`src/rtl/stream_mux_arb.sv`:
```
`default_nettype none
// ============================================================================
// Module   : stream_mux_arb
// Purpose  : Merges CHANNELS valid/ready source streams of WIDTH bits onto a
//            single registered valid/ready output stream. The channel choice
//            is made by one of three arbitration modes, fixed at elaboration:
//              MODE 0 : fixed priority (lowest index wins)
//              MODE 1 : round-robin (search starts after the last grant)
//              MODE 2 : external select via sel (legacy select-mux behaviour)
//            The block adds one cycle of registered latency and passes
//            backpressure straight through to the sources.
//
// Ports    : clk        rising-edge clock
//            rst_n      asynchronous active-low reset
//            in_data    flattened channel data, channel i at [i*WIDTH +: WIDTH]
//            in_valid   per-channel valid
//            in_ready   per-channel ready, at most one bit high
//            sel        channel select (only used when MODE=2)
//            out_data   registered output data
//            out_chan   index of the channel that supplied out_data
//            out_valid  output valid
//            out_ready  downstream ready
//
// Revision : 1.0 - initial release
// ============================================================================
module stream_mux_arb #(
    parameter  int WIDTH    = 16,
    parameter  int CHANNELS = 4,
    parameter  int MODE     = 1,
    localparam int SEL_W    = (CHANNELS > 1) ? $clog2(CHANNELS) : 1
) (
    input  logic                      clk,
    input  logic                      rst_n,
    input  logic [CHANNELS*WIDTH-1:0] in_data,
    input  logic [CHANNELS-1:0]       in_valid,
    output logic [CHANNELS-1:0]       in_ready,
    input  logic [SEL_W-1:0]          sel,
    output logic [WIDTH-1:0]          out_data,
    output logic [SEL_W-1:0]          out_chan,
    output logic                      out_valid,
    input  logic                      out_ready
);

    // ------------------------------------------------------------------------
    // Channel data unpacked into an array so the selected word can be
    // indexed directly by the grant index.
    // ------------------------------------------------------------------------
    logic [WIDTH-1:0] w_chan_data [CHANNELS];

    for (genvar gi = 0; gi < CHANNELS; gi++) begin : g_unpack
        assign w_chan_data[gi] = in_data[gi*WIDTH +: WIDTH];
    end

    // ------------------------------------------------------------------------
    // Output register state
    // ------------------------------------------------------------------------
    logic             r_out_valid;
    logic [WIDTH-1:0] r_out_data;
    logic [SEL_W-1:0] r_out_chan;

    // The output register can take a new word when it is empty or when the
    // word it holds is leaving this cycle (pop and accept on the same edge).
    logic w_load;
    assign w_load = !r_out_valid || out_ready;

    // Grant: one winner (w_grant_vld with w_grant_idx) or none.
    logic             w_grant_vld;
    logic [SEL_W-1:0] w_grant_idx;

    // ------------------------------------------------------------------------
    // Arbitration, one implementation per mode
    // ------------------------------------------------------------------------
    if (MODE == 1) begin : g_rr
        // Index of the most recently granted channel. Reset to the highest
        // index so channel 0 is first in line after reset.
        logic [SEL_W-1:0] r_last;

        // sel has no meaning in this mode.
        logic w_unused_sel;
        assign w_unused_sel = ^sel;

        // Each requester gets a rank equal to its distance from the slot
        // after r_last (0 = highest priority); the smallest rank wins.
        always_comb begin
            int v_best;
            int v_rank;
            w_grant_vld = 1'b0;
            w_grant_idx = '0;
            v_best      = CHANNELS;
            v_rank      = 0;
            for (int i = 0; i < CHANNELS; i++) begin
                if (in_valid[i]) begin
                    v_rank = (i + CHANNELS - 1 - int'(r_last)) % CHANNELS;
                    if (v_rank < v_best) begin
                        v_best      = v_rank;
                        w_grant_vld = 1'b1;
                        w_grant_idx = SEL_W'(i);
                    end
                end
            end
        end

        // The pointer only moves on an accepted grant; idle or stalled
        // cycles leave the rotation where it was.
        always_ff @(posedge clk or negedge rst_n) begin
            if (!rst_n) begin
                r_last <= SEL_W'(CHANNELS - 1);
            end else if (w_load && w_grant_vld) begin
                r_last <= w_grant_idx;
            end
        end
    end else if (MODE == 2) begin : g_sel
        // Legacy select behaviour: the selected channel is granted only if
        // it is in range and actually valid. Other valid channels are never
        // considered, even when the selected one is idle.
        always_comb begin
            w_grant_vld = 1'b0;
            w_grant_idx = '0;
            if (int'(sel) < CHANNELS) begin
                w_grant_vld = in_valid[sel];
                w_grant_idx = sel;
            end
        end
    end else begin : g_fixed
        // sel has no meaning in this mode.
        logic w_unused_sel;
        assign w_unused_sel = ^sel;

        // Scan from the top down so the last hit, the lowest index, wins.
        always_comb begin
            w_grant_vld = 1'b0;
            w_grant_idx = '0;
            for (int i = CHANNELS - 1; i >= 0; i--) begin
                if (in_valid[i]) begin
                    w_grant_vld = 1'b1;
                    w_grant_idx = SEL_W'(i);
                end
            end
        end
    end

    // ------------------------------------------------------------------------
    // Ready back to the sources. Combinational from out_ready (no skid
    // buffer), and held low throughout reset so no source believes a word
    // was taken while the output register is being cleared.
    // ------------------------------------------------------------------------
    always_comb begin
        in_ready = '0;
        if (rst_n && w_load && w_grant_vld) begin
            in_ready[w_grant_idx] = 1'b1;
        end
    end

    // ------------------------------------------------------------------------
    // Output register. With no grant on a load cycle only the valid flag
    // drops; data and channel keep their last values.
    // ------------------------------------------------------------------------
    always_ff @(posedge clk or negedge rst_n) begin
        if (!rst_n) begin
            r_out_valid <= 1'b0;
            r_out_data  <= '0;
            r_out_chan  <= '0;
        end else if (w_load) begin
            if (w_grant_vld) begin
                r_out_valid <= 1'b1;
                r_out_data  <= w_chan_data[w_grant_idx];
                r_out_chan  <= w_grant_idx;
            end else begin
                r_out_valid <= 1'b0;
            end
        end
    end

    assign out_valid = r_out_valid;
    assign out_data  = r_out_data;
    assign out_chan  = r_out_chan;

endmodule
`default_nettype wire

```
`config.mk`:
```
export PLATFORM = sky130hd
export DESIGN_NAME = stream_mux_arb
export DESIGN_NICKNAME = d
export VERILOG_FILES = /design/src/rtl/stream_mux_arb.sv
export SDC_FILE = /design/constraint.sdc
export NUM_CORES = 1
export LEC_CHECK = 0
export CAP_MARGIN = 20
export CORE_UTILIZATION = 32
export DETAILED_ROUTE_END_ITERATION = 12
export PLACE_DENSITY = 0.76
export SLEW_MARGIN = 10
export SYNTH_ARGS = -nofsm -noshare
export SYNTH_HDL_FRONTEND = slang
export SYNTH_SLANG_ARGS = --single-unit
```
`constraint.sdc`:
```
create_clock -name clk -period 1.9 [get_ports clk]
set_input_delay 0.19 -clock clk [delete_from_list [all_inputs] [get_ports clk]]
set_output_delay 0.19 -clock clk [all_outputs]
set_load 0.1 [all_outputs]
```
==> metrics.txt, run 1 <==
Final Slew Violations 0; Clock Latency Late Sink 0.27 ns; syn_area_per_cell 8.95 um2; initial core utilization 33.1%; TritonCTS Sinks 21; area of the mapped netlist 1440 um2; CP arrival 2.15 ns; # fillers 349; root buffer cell clkbuf_8; Inserted Diodes 0; setup TNS -6.08 ns; gate count after technology mapping 161; utilization after layout 63.6%; routed via count 1828; PortBufs 93; Detail Route Antenna Nets 0; grt ovf 0; Crit-path slowest cell dfstp_2; Req. time, crit path 1.71 ns; RSZ-0062 raised after global routing true; Post-Syn Nets 235; Yosys warnings 0; async set-reset flop share out of synthesis 100%; die height 69.1 um; detailed-route DRC error count 0; Synth Area in Simple Gates 28.0%; Detailed Route Iter0 Violations 145; outcome complete, but fails checks; startpoint types register; synth cell count leaders nand3_1 (26), dfrtp_1 (19), a31oi_1 (13), a32oi_1 (13), and4_1 (13); Worst Tran Pin Value 0.822 ns; fmax 427 MHz; Multi-input gate area 925 um2; worst clock skew 0.00191 ns; Reg clk slew, reported paths 0.08 ns; HPWL Detailed 3970 um; DR pass1 iterations 4; global-route wire length before repair 8980 um; flops & latches, synth 21; critical path, cell by cell nand2b_4, a21oi_2, a21oi_1, ha_2, o211ai_2, buf_4, nand2_4, buf_6, nor2_4, buf_12; final worst slack -0.444 ns; Cell variety after synth 37; worst-path fanout max 3; CTS tree done; row count 24; Synth area leaders dfrtp_1 (33%), nand3_1 (9.0%), a32oi_1 (7.9%); Post-Synth XOR/XNOR Area 0.608%; ratio of cells with drive above 1 in the final layout 30.9%; nets@finish 350; Final Hold Violating Endpoints 0; core area 4350 um2; die area 4780 um2; Flop pwr share 17.5%; Area Overhead vs Synth 92.2%; GP Congestion 0.833; largest net degree at the start of global routing 22; cell with the most instances after synthesis nand3_1; htree depth 1; Max-Cap Viols 0; cell taking the most area after synthesis dfrtp_1; Synth Area in Adders 0.868%; antenna violations before repair 0; Hold Crit Class input pin to asynchronous set/reset pin; maximum VDD drop 0.942 mV; Reg area 529 um2; P_sw 2.61 mW; Sw Share 57.7%; minimum clock period 2.34 ns; failing checks negative setup slack; CP Capture Type output pin; Slew headroom 45.0%; combinational share of power 75.5%; Final Cycle Share 123%; post-DR vias/cell 5.59; Top FF cell, synth dfrtp_1; Post-Route WL 5430 um; IO Pins 96; vias in the first global route 1862; CTS Buf Count 3; register area share after synthesis 36.6%; DR WL/cell 16.6 um; Setup CP Type register to output pin; power per cell area 1630 nW/um2; top cell type's share of synthesized area 33.0%; CP max stage delay 0.56 ns; number of synthesized flops with an enable pin 0; Longest Clk Path Bufs 2; hold buffer count at CTS 0; internal power 1.91 mW; Synth Area in Compound Gates 26.9%; Total GRT Usage 23.4%; clock network power share 7.0%; largest family of logic cells by synthesized area simple AND/OR/NAND/NOR gates; Final Setup Violations 24; Pleak 1.14 nW; Die W 69.1 um; mux share of post-synthesis cell area 0.694%
==> layer usage <==
metal  track usage [%]  wire [um]  vias to the layer above
met3              3.22        301                       10
li1                  -          -                      864
met2              39.8       2800                       76
met5                 0          0                        -
met1              30.5       2230                      878
met4              7.48         93                        0
==> per-stage QoR <==
stage / power, mW / hold slack (ns) / area (um2) / cells / setup WS (ns)
2_1_floorplan: 2.98 / -0.106 / 1490 / 161 / -0.636
3_3_place_gp: 3.87 / 0.479 / 2600 / 318 / -0.442
3_5_place_dp: 3.90 / 0.475 / 2600 / 318 / -0.486
4_1_cts: 4.48 / 0.307 / 2760 / 327 / -0.447
5_1_grt: 4.72 / 0.321 / 2770 / 327 / -0.522
6_report: 4.51 / 0.309 / 2770 / 327 / -0.444
==> layout by cell type (no fill, tap or decap), types with 2 or more instances in the layout <==
master	count
buf_6	6
and4_1	13
o21ai_1	5
nand2b_1	3
nand2_1	5
clkdlybuf4s50_1	69
o21ai_2	2
nand3_1	26
and2_4	2
a21oi_1	5
dfstp_2	2
nor2_1	6
buf_4	45
a32oi_1	12
nor3_4	2
a31oi_1	13
dfrtp_1	18
a211oi_2	3
nor2b_1	2
buf_12	5
clkbuf_8	3
a32o_1	3
==> cell type report <==
cell class              count  share of cell area (%)
multi-input cells         124                    33.4
repair buffers            126                    43.5
clock buffers               3                    1.49
flip-flops and latches     21                    19.1
well taps                  52                    2.35
clock inverters             1                   0.181
==> worst paths after layout <==
| path | startpoint | end | slack (ns) | cells past startpoint |
|---|---|---|---|---|
| max | g_rr.r_last[0] | in_ready[3] | -0.44 | 10 |
| min | rst_n | out_chan[0] | 0.31 | 2 |
| max reg2reg | g_rr.r_last[0] | out_data[0] | -0.29 | 11 |
| min reg2reg | out_data[3] | out_data[3] | 0.51 | 2 |
| max in group asynchronous | rst_n | g_rr.r_last[0] | 1.32 | 2 |
| min in group clk | in_data[9] | out_data[9] | 0.48 | 3 |
==> sequential cells by signal, summed over array words and instances, names as in the netlist <==
signal       cells
out_data        16
out_chan         2
out_valid        1
g_rr.r_last      2
==> power groups by stage <==
stage | clock, mW | sequential, mW | combinational [mW]
2_1_floorplan | 0 | 2.11 | 0.873
3_5_place_dp | 0 | 0.790 | 3.11
5_1_grt | 0.333 | 0.822 | 3.57
6_report | 0.314 | 0.792 | 3.41
3_3_place_gp | 0 | 0.788 | 3.08
4_1_cts | 0.316 | 0.789 | 3.38
==> critical path, delay by kind of cell, from the launching register on <==
kind                       cells  cell delay [ns]
DFF                            1             0.56
and+or+nand+nor                3             0.31
buffers and inverters          3             0.47
AOI/OAI and AO/OA              3             0.26
adders and majority gates      1             0.29
==> what timing repair did <==
action,4_1_cts,5_1_grt
cloned,2,0
setup buffers,3,0
endpoints found under the setup margin,24,24
pin swaps,9,3
gates resized for setup,27,2
==> cells by family (layout without fill, tap and decap cells) <==
| logic type | Yosys count | in the layout |
|---|---|---|
| AND/OR/NAND/NOR | 68 | 68 |
| flip-flops | 21 | 21 |
| XOR/XNOR | 1 | 1 |
| AO/OA/AOI/OAI | 53 | 53 |
| adder cells (fa/ha/maj) | 1 | 1 |
| multiplexers | 1 | 1 |
| buffers and inverters | 16 | 130 |
(Power assumes the default switching activity.)
==> run 2: changes to the inputs <==
--- a/config.mk
+++ b/config.mk
@@ -7,9 +7,9 @@
 export LEC_CHECK = 0
 export CAP_MARGIN = 20
 export CORE_UTILIZATION = 32
+export CTS_CLUSTER_DIAMETER = 40
 export DETAILED_ROUTE_END_ITERATION = 12
 export PLACE_DENSITY = 0.76
-export SLEW_MARGIN = 10
 export SYNTH_ARGS = -nofsm -noshare
 export SYNTH_HDL_FRONTEND = slang
 export SYNTH_SLANG_ARGS = --single-unit
==> results of run 2 <==
Final layout, timing and power as in run 1 (identical DEF).
==> edit: new RTL, config.mk and constraints of run 1 <==
The parameter `WIDTH` goes from 16 to 12.
--- a/src/rtl/stream_mux_arb.sv
+++ b/src/rtl/stream_mux_arb.sv
@@ -24,7 +24,7 @@
 // Revision : 1.0 - initial release
 // ============================================================================
 module stream_mux_arb #(
-    parameter  int WIDTH    = 16,
+    parameter  int WIDTH    = 12,
     parameter  int CHANNELS = 4,
     parameter  int MODE     = 1,
     localparam int SEL_W    = (CHANNELS > 1) ? $clog2(CHANNELS) : 1
Interface: changed (resized in_data and out_data); port bits go from 96 to 76. No check against the original RTL was run, so the function may have changed too.
==> edit against run 1 <==
The flow still finishes with violations (negative setup slack). Setup slack worse by 0.11 ns. Sequential cell count is 4 lower. Area after synthesis is 16% lower. Wire length is 14% lower. Combinational power is 17% lower. Global-route usage is 0.21 points lower. Die area is 15% lower. Cell area is 17% lower. Non-clock buffer count is 25 lower. Register-to-register slack worse by 0.16 ns. Clock skew is 0.0016 ns higher. Power is 17% lower. Critical endpoint is now in_ready[0]. Largest cell class unchanged. Highest routed layer unchanged.
==> edit: results (changes against run 1) <==
Parameter                              Value

Synth
  Nets in the synthesized netlist ... 191 (-19%)
  Fraction of the mapped netlist area in compound gates ... 27.94% (+1.0 points)
  Share of the yosys chip area belonging to registers ... 35.26% (-1.4 points)
  Xor and xnor area share after synthesis ... 0.7216% (+0.11 points)
  Largest cells by area after synthesis ... sky130_fd_sc_hd__dfrtp_1, sky130_fd_sc_hd__a2bb2oi_1, sky130_fd_sc_hd__nand3_1
  Synth Area in Adders ... 1.031% (+0.16 points)
  Mux cell area share after synthesis ... 0.8247% (+0.13 points)
  Gate count after technology mapping ... 133 (-17%)
  Commonest cells in the synthesized netlist ... sky130_fd_sc_hd__nand3_1, sky130_fd_sc_hd__dfrtp_1, sky130_fd_sc_hd__a2bb2oi_1, sky130_fd_sc_hd__a22oi_1, sky130_fd_sc_hd__nand4_1

Clock tree
  Source-to-sink clock delay at the later pin of the worst-skew pair ... 0.25 ns (-0.02 ns)
  Clock transition at the register clock pins on the worst setup and hold paths after CTS ... 0.06 ns (-0.02 ns)

Detailed routing
  First DRT Iteration DRCs ... 85 (-41%)
  M1 WL ... 1831 um (-18%)
  Routed wire length on met2 ... 2318 um (-17%)
  Post-detailed-route wirelength per cell ... 17.02 um (+2.5%)

Placed design
  Post-DP HPWL ... 3222 um (-19%)
  Placed cell area ... 2153 sq um (-17%)
  Number of cells in the design after placement ... 261 (-18%)
  Weighted congestion reported at the end of routability-driven placement ... 0.7900 (-5.1%)

Critical path
  Reg-to-reg setup timing slack ... -0.45 ns (-0.16 ns)

STA
  Slew headroom ... 75.40% (+30 points)
  Clock Skew ... 0.003526 ns (+0.001615 ns)
  Setup violation total in the final timing report ... 20 (-17%)
  Least setup slack across all paths after layout ... -0.5507 ns (-0.1064 ns)

Finish
  Number of flip-flops in the largest register ... 12 (-4)
  Number of fill cells ... 323 (-7.4%)

Global routing
  Wire length of the first global-routing pass ... 7307 um (-19%)
  Largest net degree at the start of global routing ... 26 (+18%)
  Global router's overall resource usage ... 23.16% (-0.21 points)

Run status
  Outcome ... finished, violations left
  Violations in the final reports ... negative setup slack

Power
  Switching part of the total ... 55.84% (-1.9 points)
  Pleak ... 0.9893 nW (-13%)
==> edit: logic make-up after synthesis <==
group | after synthesis
flip-flops | 17
buffers and inverters | 17
multiplexers | 1
AND/OR/NAND/NOR | 56
adder cells (fa/ha/maj) | 1
AO/OA/AOI/OAI | 40
XOR/XNOR | 1
==> edit: layout make-up <==
class,count,area (sq um),share of cell area (%)
Sequential cell,17,427.9,18.62
Tap cell,48,60.06,2.613
Clock buffer,4,45.04,1.960
Multi-Input combinational cell,100,777.0,33.81
Timing Repair Buffer,101,977.2,42.52
Inverter,3,11.26,0.4899
==> edit: timing repair <==
item,4_1_cts,5_1_grt
resized for setup,7,0
pin swaps,9,1
cloned,2,0
endpoints found under the setup margin,20,20
buffers inserted,20,1
==> edit: power groups by stage <==
stage                     Clock, mW  Sequential, mW  Combinational (mW)
after floorplan                   0            1.68               0.832
after global placement            0           0.654                2.48
after detailed placement          0           0.664                2.53
after CTS                     0.276           0.660                2.77
after global routing          0.291           0.680                2.93
final                         0.267           0.661                2.82
==> edit: worst paths after layout <==
| check | cells past startpoint | start | endpoint |
|---|---|---|---|
| max | 9 | g_rr.r_last[0] | in_ready[0] |
| min in group clk | 2 | out_data[0] | out_data[0] |
| max in group asynchronous | 2 | rst_n | g_rr.r_last[1] |
| min | 1 | rst_n | out_chan[1] |
| min reg2reg | 2 | out_data[0] | out_data[0] |
| max reg2reg | 14 | g_rr.r_last[0] | out_data[5] |
==> edit: per-layer routing <==
layer | GRT usage (%) | vias up
li1 | - | 704
met1 | 27.64 | 726
met2 | 40.43 | 71
met3 | 2.899 | 16
met4 | 11.36 | 0
met5 | 0 | -
==> edit: worst max-delay path, delay by kind of cell, from the launching register on <==
family	cells	cell delay, ns
DFF	1	0.56
and+or+nand+nor	3	0.53
AOI/OAI and AO/OA	3	0.38
adders and majority gates	1	0.30
buffers and inverters	1	0.18
muxes	1	0.08
==> edit: through the flow <==
stage / worst slack (ns) / TNS, ns / total power [mW]
CTS: -0.5794 / -6.076 / 3.705
global route: -0.6895 / -10.41 / 3.906
floorplan: -0.4986 / -2.959 / 2.512
global placement: -0.5567 / -7.988 / 3.139
detailed placement: -0.6613 / -9.764 / 3.191
finish: -0.5507 / -7.748 / 3.745
